$ cat config.mk
export PLATFORM = sky130hd
export DESIGN_NAME = ts_pkt_arb_flat
export DESIGN_NICKNAME = d
export VERILOG_FILES = /design/src/rtl/ts_pkt_arb_if.sv /design/src/rtl/ts_pkt_arb.sv /design/src/flat_wrapper.sv
export SDC_FILE = /design/constraint.sdc
export NUM_CORES = 1
export LEC_CHECK = 0
export BUFFER_PORTS_ARGS = -buffer_cell sky130_fd_sc_hd__buf_2
export CAP_MARGIN = 20
export CELL_PAD_IN_SITES_DETAIL_PLACEMENT = 2
export CELL_PAD_IN_SITES_GLOBAL_PLACEMENT = 2
export CORE_MARGIN = 4
export CORE_UTILIZATION = 30
export DETAILED_ROUTE_END_ITERATION = 10
export GPL_ROUTABILITY_DRIVEN = 0
export PLACE_DENSITY_LB_ADDON = 0.1
export SETUP_SLACK_MARGIN = 0.4
export SKIP_CTS_REPAIR_TIMING = 1
export SLEW_MARGIN = 0
export SYNTH_ARGS = -nofsm -noshare
export SYNTH_HDL_FRONTEND = slang
export SYNTH_SLANG_ARGS = --single-unit
$ cat constraint.sdc
create_clock -name clk -period 2.35 [get_ports clk]
set_input_delay 0.235 -clock clk [delete_from_list [all_inputs] [get_ports clk]]
set_output_delay 0.235 -clock clk [all_outputs]
set_load 0.01 [all_outputs]
$ cat src/rtl/ts_pkt_arb_if.sv
// ts_pkt_arb_if: requester byte streams in, arbitrated transport-packet byte stream out.
interface ts_pkt_arb_if;
    logic [31:0] req_data;
    logic [3:0]  req_valid;
    logic [3:0]  req_sync;
    logic [3:0]  req_ready;
    logic        dout_ready;
    logic [7:0]  dout;
    logic        doutstb;
    logic        doutsync;
    logic [1:0]  grant;
    logic        busy;
    logic        abort;
    modport slave (
        input  req_data, req_valid, req_sync, dout_ready,
        output req_ready, dout, doutstb, doutsync, grant, busy, abort
    );
    modport master (
        output req_data, req_valid, req_sync, dout_ready,
        input  req_ready, dout, doutstb, doutsync, grant, busy, abort
    );
endinterface

$ cat src/rtl/ts_pkt_arb.sv
// ts_pkt_arb: round-robin arbiter forwarding whole transport packets from four framed
// byte streams; a premature head truncates the packet and the remainder is padded.
module ts_pkt_arb #(
    parameter int         NPORT  = 4,
    parameter int         PKTLEN = 188,
    parameter logic [7:0] FILL   = 8'hFF
) (
    input logic        clk,
    input logic        reset,
    ts_pkt_arb_if.slave bus
);
    typedef enum logic [1:0] {IDLE, XFER, PAD} state_t;
    state_t     state_q, state_d;
    logic [1:0] grant_q, grant_d, last_grant_q, last_grant_d, pick, idx;
    logic [7:0] bytecnt_q, bytecnt_d, dout_q, dout_d, gbyte;
    logic       doutstb_q, doutstb_d, doutsync_q, doutsync_d, abort_q, abort_d;
    logic       found, last;
    logic [3:0] heads, ready_c;
    always_comb begin
        heads = bus.req_valid & bus.req_sync;
        pick  = last_grant_q;
        idx   = last_grant_q;
        found = 1'b0;
        for (int k = 1; k <= NPORT; k++) begin
            idx = last_grant_q + 2'(k);
            if (!found && heads[idx]) begin
                pick  = idx;
                found = 1'b1;
            end
        end
        gbyte        = bus.req_data[{grant_q, 3'b000} +: 8];
        last         = bytecnt_q == 8'(PKTLEN - 1);
        state_d      = state_q;
        grant_d      = grant_q;
        last_grant_d = last_grant_q;
        bytecnt_d    = bytecnt_q;
        dout_d       = dout_q;
        doutstb_d    = 1'b0;
        doutsync_d   = 1'b0;
        abort_d      = 1'b0;
        ready_c      = 4'b0;
        case (state_q)
            IDLE: begin
                // non-head bytes are discarded while hunting for a packet start
                ready_c = bus.req_valid & ~bus.req_sync;
                if (found) begin
                    grant_d   = pick;
                    bytecnt_d = 8'd0;
                    state_d   = XFER;
                end
            end
            XFER: begin
                if (heads[grant_q] && bytecnt_q != 8'd0) begin
                    abort_d = 1'b1;
                    state_d = PAD;
                end else begin
                    ready_c[grant_q] = bus.dout_ready;
                    if (bus.req_valid[grant_q] && bus.dout_ready) begin
                        dout_d     = gbyte;
                        doutstb_d  = 1'b1;
                        doutsync_d = bytecnt_q == 8'd0;
                        bytecnt_d  = last ? 8'd0 : bytecnt_q + 8'd1;
                        if (last) begin
                            state_d      = IDLE;
                            last_grant_d = grant_q;
                        end
                    end
                end
            end
            PAD: begin
                if (bus.dout_ready) begin
                    dout_d    = FILL;
                    doutstb_d = 1'b1;
                    bytecnt_d = last ? 8'd0 : bytecnt_q + 8'd1;
                    if (last) begin
                        state_d      = IDLE;
                        last_grant_d = grant_q;
                    end
                end
            end
            default: state_d = IDLE;
        endcase
    end
    always_ff @(posedge clk or posedge reset) begin
        if (reset) begin
            state_q      <= IDLE;
            grant_q      <= 2'd0;
            last_grant_q <= 2'd3;
            bytecnt_q    <= 8'd0;
            dout_q       <= 8'd0;
            doutstb_q    <= 1'b0;
            doutsync_q   <= 1'b0;
            abort_q      <= 1'b0;
        end else begin
            state_q      <= state_d;
            grant_q      <= grant_d;
            last_grant_q <= last_grant_d;
            bytecnt_q    <= bytecnt_d;
            dout_q       <= dout_d;
            doutstb_q    <= doutstb_d;
            doutsync_q   <= doutsync_d;
            abort_q      <= abort_d;
        end
    end
    // ready is combinational, so it is gated directly by the asynchronous reset
    assign bus.req_ready = reset ? 4'b0 : ready_c;
    assign bus.dout      = dout_q;
    assign bus.doutstb   = doutstb_q;
    assign bus.doutsync  = doutsync_q;
    assign bus.abort     = abort_q;
    assign bus.grant     = grant_q;
    assign bus.busy      = state_q != IDLE;
endmodule
$ cat src/flat_wrapper.sv
// flat-port wrapper written by rule: the top's interface ports become plain ports
module ts_pkt_arb_flat 
#(
    parameter int         NPORT  = 4,
    parameter int         PKTLEN = 188,
    parameter logic [7:0] FILL   = 8'hFF
)
  (clk, reset, bus_req_data, bus_req_valid, bus_req_sync, bus_dout_ready, bus_req_ready, bus_dout, bus_doutstb, bus_doutsync, bus_grant, bus_busy, bus_abort);
  ts_pkt_arb_if bus_i ();
  input logic clk;
  input logic reset;
  input wire logic [$bits(bus_i.req_data)-1:0] bus_req_data;
  input wire logic [$bits(bus_i.req_valid)-1:0] bus_req_valid;
  input wire logic [$bits(bus_i.req_sync)-1:0] bus_req_sync;
  input wire logic [$bits(bus_i.dout_ready)-1:0] bus_dout_ready;
  output wire logic [$bits(bus_i.req_ready)-1:0] bus_req_ready;
  output wire logic [$bits(bus_i.dout)-1:0] bus_dout;
  output wire logic [$bits(bus_i.doutstb)-1:0] bus_doutstb;
  output wire logic [$bits(bus_i.doutsync)-1:0] bus_doutsync;
  output wire logic [$bits(bus_i.grant)-1:0] bus_grant;
  output wire logic [$bits(bus_i.busy)-1:0] bus_busy;
  output wire logic [$bits(bus_i.abort)-1:0] bus_abort;
  assign bus_i.req_data = bus_req_data;
  assign bus_i.req_valid = bus_req_valid;
  assign bus_i.req_sync = bus_req_sync;
  assign bus_i.dout_ready = bus_dout_ready;
  assign bus_req_ready = bus_i.req_ready;
  assign bus_dout = bus_i.dout;
  assign bus_doutstb = bus_i.doutstb;
  assign bus_doutsync = bus_i.doutsync;
  assign bus_grant = bus_i.grant;
  assign bus_busy = bus_i.busy;
  assign bus_abort = bus_i.abort;
  ts_pkt_arb #(.NPORT(NPORT), .PKTLEN(PKTLEN), .FILL(FILL)) u_core (.clk(clk), .reset(reset), .bus(bus_i));
endmodule
* Word-level counts from Yosys, hierarchy flattened *
Index checks and enable logic that the tools add are counted.
Widths: inputs -> output; s select.

word-level totals
  output and inout port bits = 18
  word-level logic and storage cells = 105
  register bits = 25

cells by class
  $lt $le $gt $ge = 6
  mux-type cells = 55
  add/subtract/negate cells = 4
  equal/unequal tests = 8
  reductions and logical operators = 19
  bitwise gates (word level) = 4
  shift-type cells = 1

operator list
  kind                 count
  $mux 8               8
  $shiftx 32x6->8      1
  $mux 2               13
  $pmux 8 s3           1
  $mux 1               19
  $pmux 8 s2           1
  $lt 2x3->1 const B   5
  $and 4x4->4          3
  $bmux 1 s2           6
  $add 8x1->8 const B  1
  $eq 8x8->1 const B   1
  $logic_not 8->1      1
  $mux 4               2
  $pmux 4 s2           1
  $reduce_bool 8->1    1
  $logic_and 1x1->1    6
  $pmux 2 s3           1
  $reduce_and 5->1     1
  $add 2x2->2 const B  2
  $ne 2x1->1 const B   2
  $ne 2x2->1 const B   2
  $not 4->4            1
  $pmux 2 s2           1
  $reduce_and 4->1     1
  13 further kinds     16

* Logic depth before layout (Yosys ltp) *
  depth after elaboration = 15
  mapped depth = 9
  gate-level depth less buffers = 7

* Worst setup path after synthesis *
No wires, ideal clock.

  kind = reg2reg
  start point = register u_core.bytecnt_q[0]
  end point = register u_core.bytecnt_q[3]
  setup slack = 0.234 ns
  setup time = 0.132 ns
  required time = 2.218 ns
  stages on the path, launching flop included = 8
  arrival = 1.984 ns
  cells stage by stage = dfrtp_1 -> inv_1 -> ha_1 -> or4b_4 -> o41a_1 -> a21o_2 -> o31ai_1 -> o31ai_1

on the way
  cells in the longest elaborated chain, start to end = 5
  elaborated cells on any way between the ends = 11
  those cells by class = 1 x add/sub; 2 x eq/ne; 5 x mux; 3 x reduce/logical

RTL lines
  element                                    RTL line                                              RTL
  from (decl)                                ts_pkt_arb.sv:15                                      logic [7:0] bytecnt_q, bytecnt_d, dout_q, dout_d, gbyte;
  from (signal assigned)                     ts_pkt_arb.sv:98                                      bytecnt_q <= bytecnt_d;
  $add 8x1->8 or $eq 8x8->1 (tied branches)  ts_pkt_arb.sv:62, ts_pkt_arb.sv:74, ts_pkt_arb.sv:32
  $mux 8                                     ts_pkt_arb.sv:62, ts_pkt_arb.sv:74
  $mux 8                                     ts_pkt_arb.sv:58                                      if (bus.req_valid[grant_q] && bus.dout_ready) begin
  $mux 8                                     ts_pkt_arb.sv:53                                      if (heads[grant_q] && bytecnt_q != 8'd0) begin
  $pmux 8 s3                                 ts_pkt_arb.sv:42                                      case (state_q)

Parallel ways exist; a longest one is shown, timed or not. The select of a mux whose other input is x is not followed.
A chain may end at the register's enable or synchronous reset.

* Worst setup path in the final report *
  start point = register u_core.bytecnt_q[1]
  end point = output bus_req_ready[1]

on the way
  cells in the longest elaborated chain, start to end = 5

RTL lines
  element            RTL line            RTL
  $reduce_bool 8->1  ts_pkt_arb.sv:53
  $logic_and 1x1->1  ts_pkt_arb.sv:53
  $mux 4             ts_pkt_arb.sv:53
  $pmux 4 s2         ts_pkt_arb.sv:42
  $mux 4             ts_pkt_arb.sv:106   assign bus.req_ready = reset ? 4'b0 : ready_c;
  to (decl)          flat_wrapper.sv:16  output wire logic [$bits(bus_i.req_ready)-1:0] bus_req_ready;

Every way passes these cells.

==> out/metrics.csv <==
stage,metric,value,unit
timing,final.setup.tns,-461,ps
detailed_routing,drc,0,
detailed_routing,ant_nets,0,
cells_and_area,drive_gt1_share,53.3,%
timing,slew_violations,0,
cells_and_area,fin_area,0.00262,sq mm
setup_path,cp_num_buf_inv,2,
power_and_ir_drop,peakVddDrop,0.664,mV
cells_and_area,nNetsFinal,307,
grt,grt_usage,17.9,%
floorplanning,die_height,86.5,um
setup_path,crit_family,simple AND/OR/NAND/NOR gates,
timing,finalHoldViolations,7,
yosys,postSynthCellCount,183,
grt,antenna_found_initial,0,
timing,finalSetupViolCount,6,
grt,grt_util_met1,26.1,%
detailed_routing,routed_wl,7.00,mm
grt,grt_pass1_vias,2022,
setup_path,crit_path_cell_trace,"inv_1, ha_1, or4b_4, nor4_4, o21a_2, nand4b_1, a21oi_2, buf_2",
clock_network,clk_pin_slew_worst_paths,100,ps
timing,skew,4.94,ps
setup_path,cp-start-kind,register,
clock_network,cts_inserted_buffers,3,
detailed_routing,num_vias,1876,
timing,fmax,404,MHz
place,dp_hpwl,4.96,mm
clock_network,cts.sinks,25,
floorplanning,start_util,31.1,%
timing,slew_headroom,58.6,%
clock_network,cts_tree,yes,
setup_path,worstPathRequired,2120,ps
yosys,yosys-top-cells-count,"dfrtp_1, o31ai_1, nand3_1",
grt,grt_busiest_layer,met2,
setup_path,worstPathArrival,2240,ps
yosys,synthMuxAreaShare,12.8,%
clock_network,h-tree-depth,1,
clock_network,clockBufferDepth,2,
cells_and_area,fin_cells,332,
grt,grt_max_degree,18,
timing,post-route-min-period,2480,ps
timing,rsz0062_at_grt,yes,
grt,grt_pass1_wl,10.7,mm
detailed_routing,first_pass_iters,4,
floorplanning,die_width,86.5,um
outcome,violations,"negative hold slack, negative setup slack",
yosys,ys_types,51,
detailed_routing,vias_per_cell,5.65,
cells_and_area,area_growth,41.6,%
yosys,synthSimpleGateAreaFrac,23.3,%
setup_path,worstSetupPathType,reg2out,
floorplanning,rows,28,
detailed_routing,drtIter0Drc,59,
yosys,synth-xor-area-share,0,%
run,drv_cap,0,
yosys,synth_adder_area_share,4.06,%
worst_hold_path,hold_path.class,in2async,
setup_path,path_max_fanout,5,
yosys,synth_edf_count,0,
floorplanning,ios,61,
yosys,yosys.area.top_type,dfrtp_1,
grt,grt_util_met2,28.7,%
yosys,synthTopCellsByArea,"dfrtp_1, mux4_2, o31ai_1",
timing,tightest_slew,621,ps
detailed_routing,routedWlPerCell,21.1,um
clock_network,clock-root-buffer,clkbuf_8,
yosys,yosysWarnings,0,
yosys,synth_top_family_by_area,simple AND/OR/NAND/NOR gates,
clock_network,insertion_delay,280,ps
timing,setup_ws,-127,ps
yosys,synth-seq-cells,25,
place,placed_area,0.00228,sq mm
setup_path,endpoint_kind,output pin,
yosys,seq_area_frac_synth,33.9,%
timing,hold_ws,-3.71,ps
yosys,synth_nets,232,
yosys,synth_flop_cell,dfrtp_1,
power_and_ir_drop,total_power,3460,uW
grt,met3_usage,2.95,%
place,port_buffers,60,
yosys,synth_area,0.00185,sq mm
power_and_ir_drop,p_per_area,1320,mW/mm^2
yosys,synthArstFlopShare,100,%
setup_path,critPathSlowestCell,or4b_4,
cells_and_area,num_antenna_cells,0,
outcome,outcome,finished with violations,
yosys,yosysTopAreaCellShare,31.1,%
floorplanning,core_region_area,0.00596,sq mm
power_and_ir_drop,p_leak,0.00112,uW
setup_path,slowest_delay,480,ps
grt,grt-ovfl-total,0,
yosys,yosysMostFrequentCell,dfrtp_1,
yosys,syn_area_per_cell,10.1,sq um
floorplanning,dieArea,0.00749,sq mm
place,dp.cells,319,
timing,min_period_over_period,105,%
yosys,synth_compound_area_share,21.6,%
## final timing paths
kind,slack (ps),start,cells after the start,to
setup reg to reg,-30,u_core.bytecnt_q[1]$_DFFE_PP0P_,7,u_core.bytecnt_q[4]$_DFFE_PP0P_
setup / recovery,-130,u_core.bytecnt_q[1]$_DFFE_PP0P_,8,bus_req_ready[1]
max in group asynchronous,1700,reset,3,u_core.last_grant_q[0]$_DFFE_PP1P_
hold / removal,-4,reset,2,u_core.bytecnt_q[3]$_DFFE_PP0P_
min in group clk,270,bus_dout_ready,3,u_core.bus.doutstb$_DFF_PP0_
hold reg to reg,510,u_core.bus.dout[0]$_DFFE_PP0P_,1,u_core.bus.dout[0]$_DFFE_PP0P_
## cell type report
class                   count  area [sq um]
inverters                   8          30.0
multi-input cells         142          1370
fillers                   664          3340
repair buffers             78           450
clock buffers               3          41.3
flip-flops and latches     25           632
clock inverters             1          7.51
well taps                  75          93.8
## sequential cells by signal (all words and copies together) (netlist names)
register	flops
u_core.bus.abort	1
u_core.bus.dout	8
u_core.bus.grant	2
u_core.bus.doutstb	1
u_core.state_q	2
u_core.bytecnt_q	8
u_core.last_grant_q	2
u_core.bus.doutsync	1
## report_power, final
part	switching (uW)	internal (uW)
Combinational	1360	1120
Sequential	129	575
Clock	152	121
## cells by family (layout without fill, tap and decap cells)
logic type	count (synthesis)	in the layout
flip-flops	25	25
adder cells (fa/ha/maj)	6	6
AND/OR/NAND/NOR	67	67
multiplexers	12	12
AO/OA/AOI/OAI	56	57
buffers and inverters	17	90
## placed cells by master (no fill, tap or decap), types with 2 or more instances in the layout
| master | Yosys | final |
|---|---|---|
| a211oi_1 | 2 | 2 |
| a21o_4 | 0 | 2 |
| a21oi_1 | 8 | 4 |
| a21oi_2 | 1 | 4 |
| a22oi_1 | 3 | 3 |
| and2_1 | 4 | 4 |
| and2_2 | 3 | 3 |
| and3_1 | 3 | 3 |
| buf_2 | 1 | 60 |
| buf_4 | 0 | 14 |
| buf_6 | 2 | 4 |
| clkbuf_8 | 0 | 3 |
| dfrtp_1 | 23 | 20 |
| dfrtp_2 | 0 | 3 |
| dfstp_2 | 2 | 2 |
| ha_1 | 6 | 6 |
| inv_1 | 8 | 8 |
| mux2_4 | 0 | 2 |
| mux4_2 | 9 | 9 |
| nand2_1 | 10 | 10 |
| nand2b_1 | 2 | 2 |
| nand3_1 | 11 | 9 |
| nand3_2 | 1 | 2 |
| nand3b_1 | 4 | 4 |
| nand4_1 | 3 | 3 |
| nand4b_1 | 4 | 4 |
| nor2_1 | 8 | 7 |
| nor2b_1 | 2 | 2 |
| nor3_1 | 3 | 3 |
| o21ai_0 | 3 | 3 |
| o21ai_1 | 8 | 3 |
| o21ai_2 | 0 | 4 |
| o22a_1 | 8 | 8 |
| o31ai_1 | 13 | 3 |
| o31ai_2 | 0 | 6 |
| o31ai_4 | 0 | 4 |
## through the flow
stage                     setup slack (ps)  utilization, %
after floorplan                        256               -
after global placement                 129            38.4
after detailed placement              31.7            38.4
after CTS                             -207            39.2
after global routing                  -262            44.0
final                                 -127            44.0
## routing by layer
layer  routed length [um]  share of wire [%]
met4                   89                1.3
met5                    0                  0
met3                  337                4.8
met2                 3370                 48
met1                 3210                 46
No activity file was read; power rests on OpenSTA's default activity.
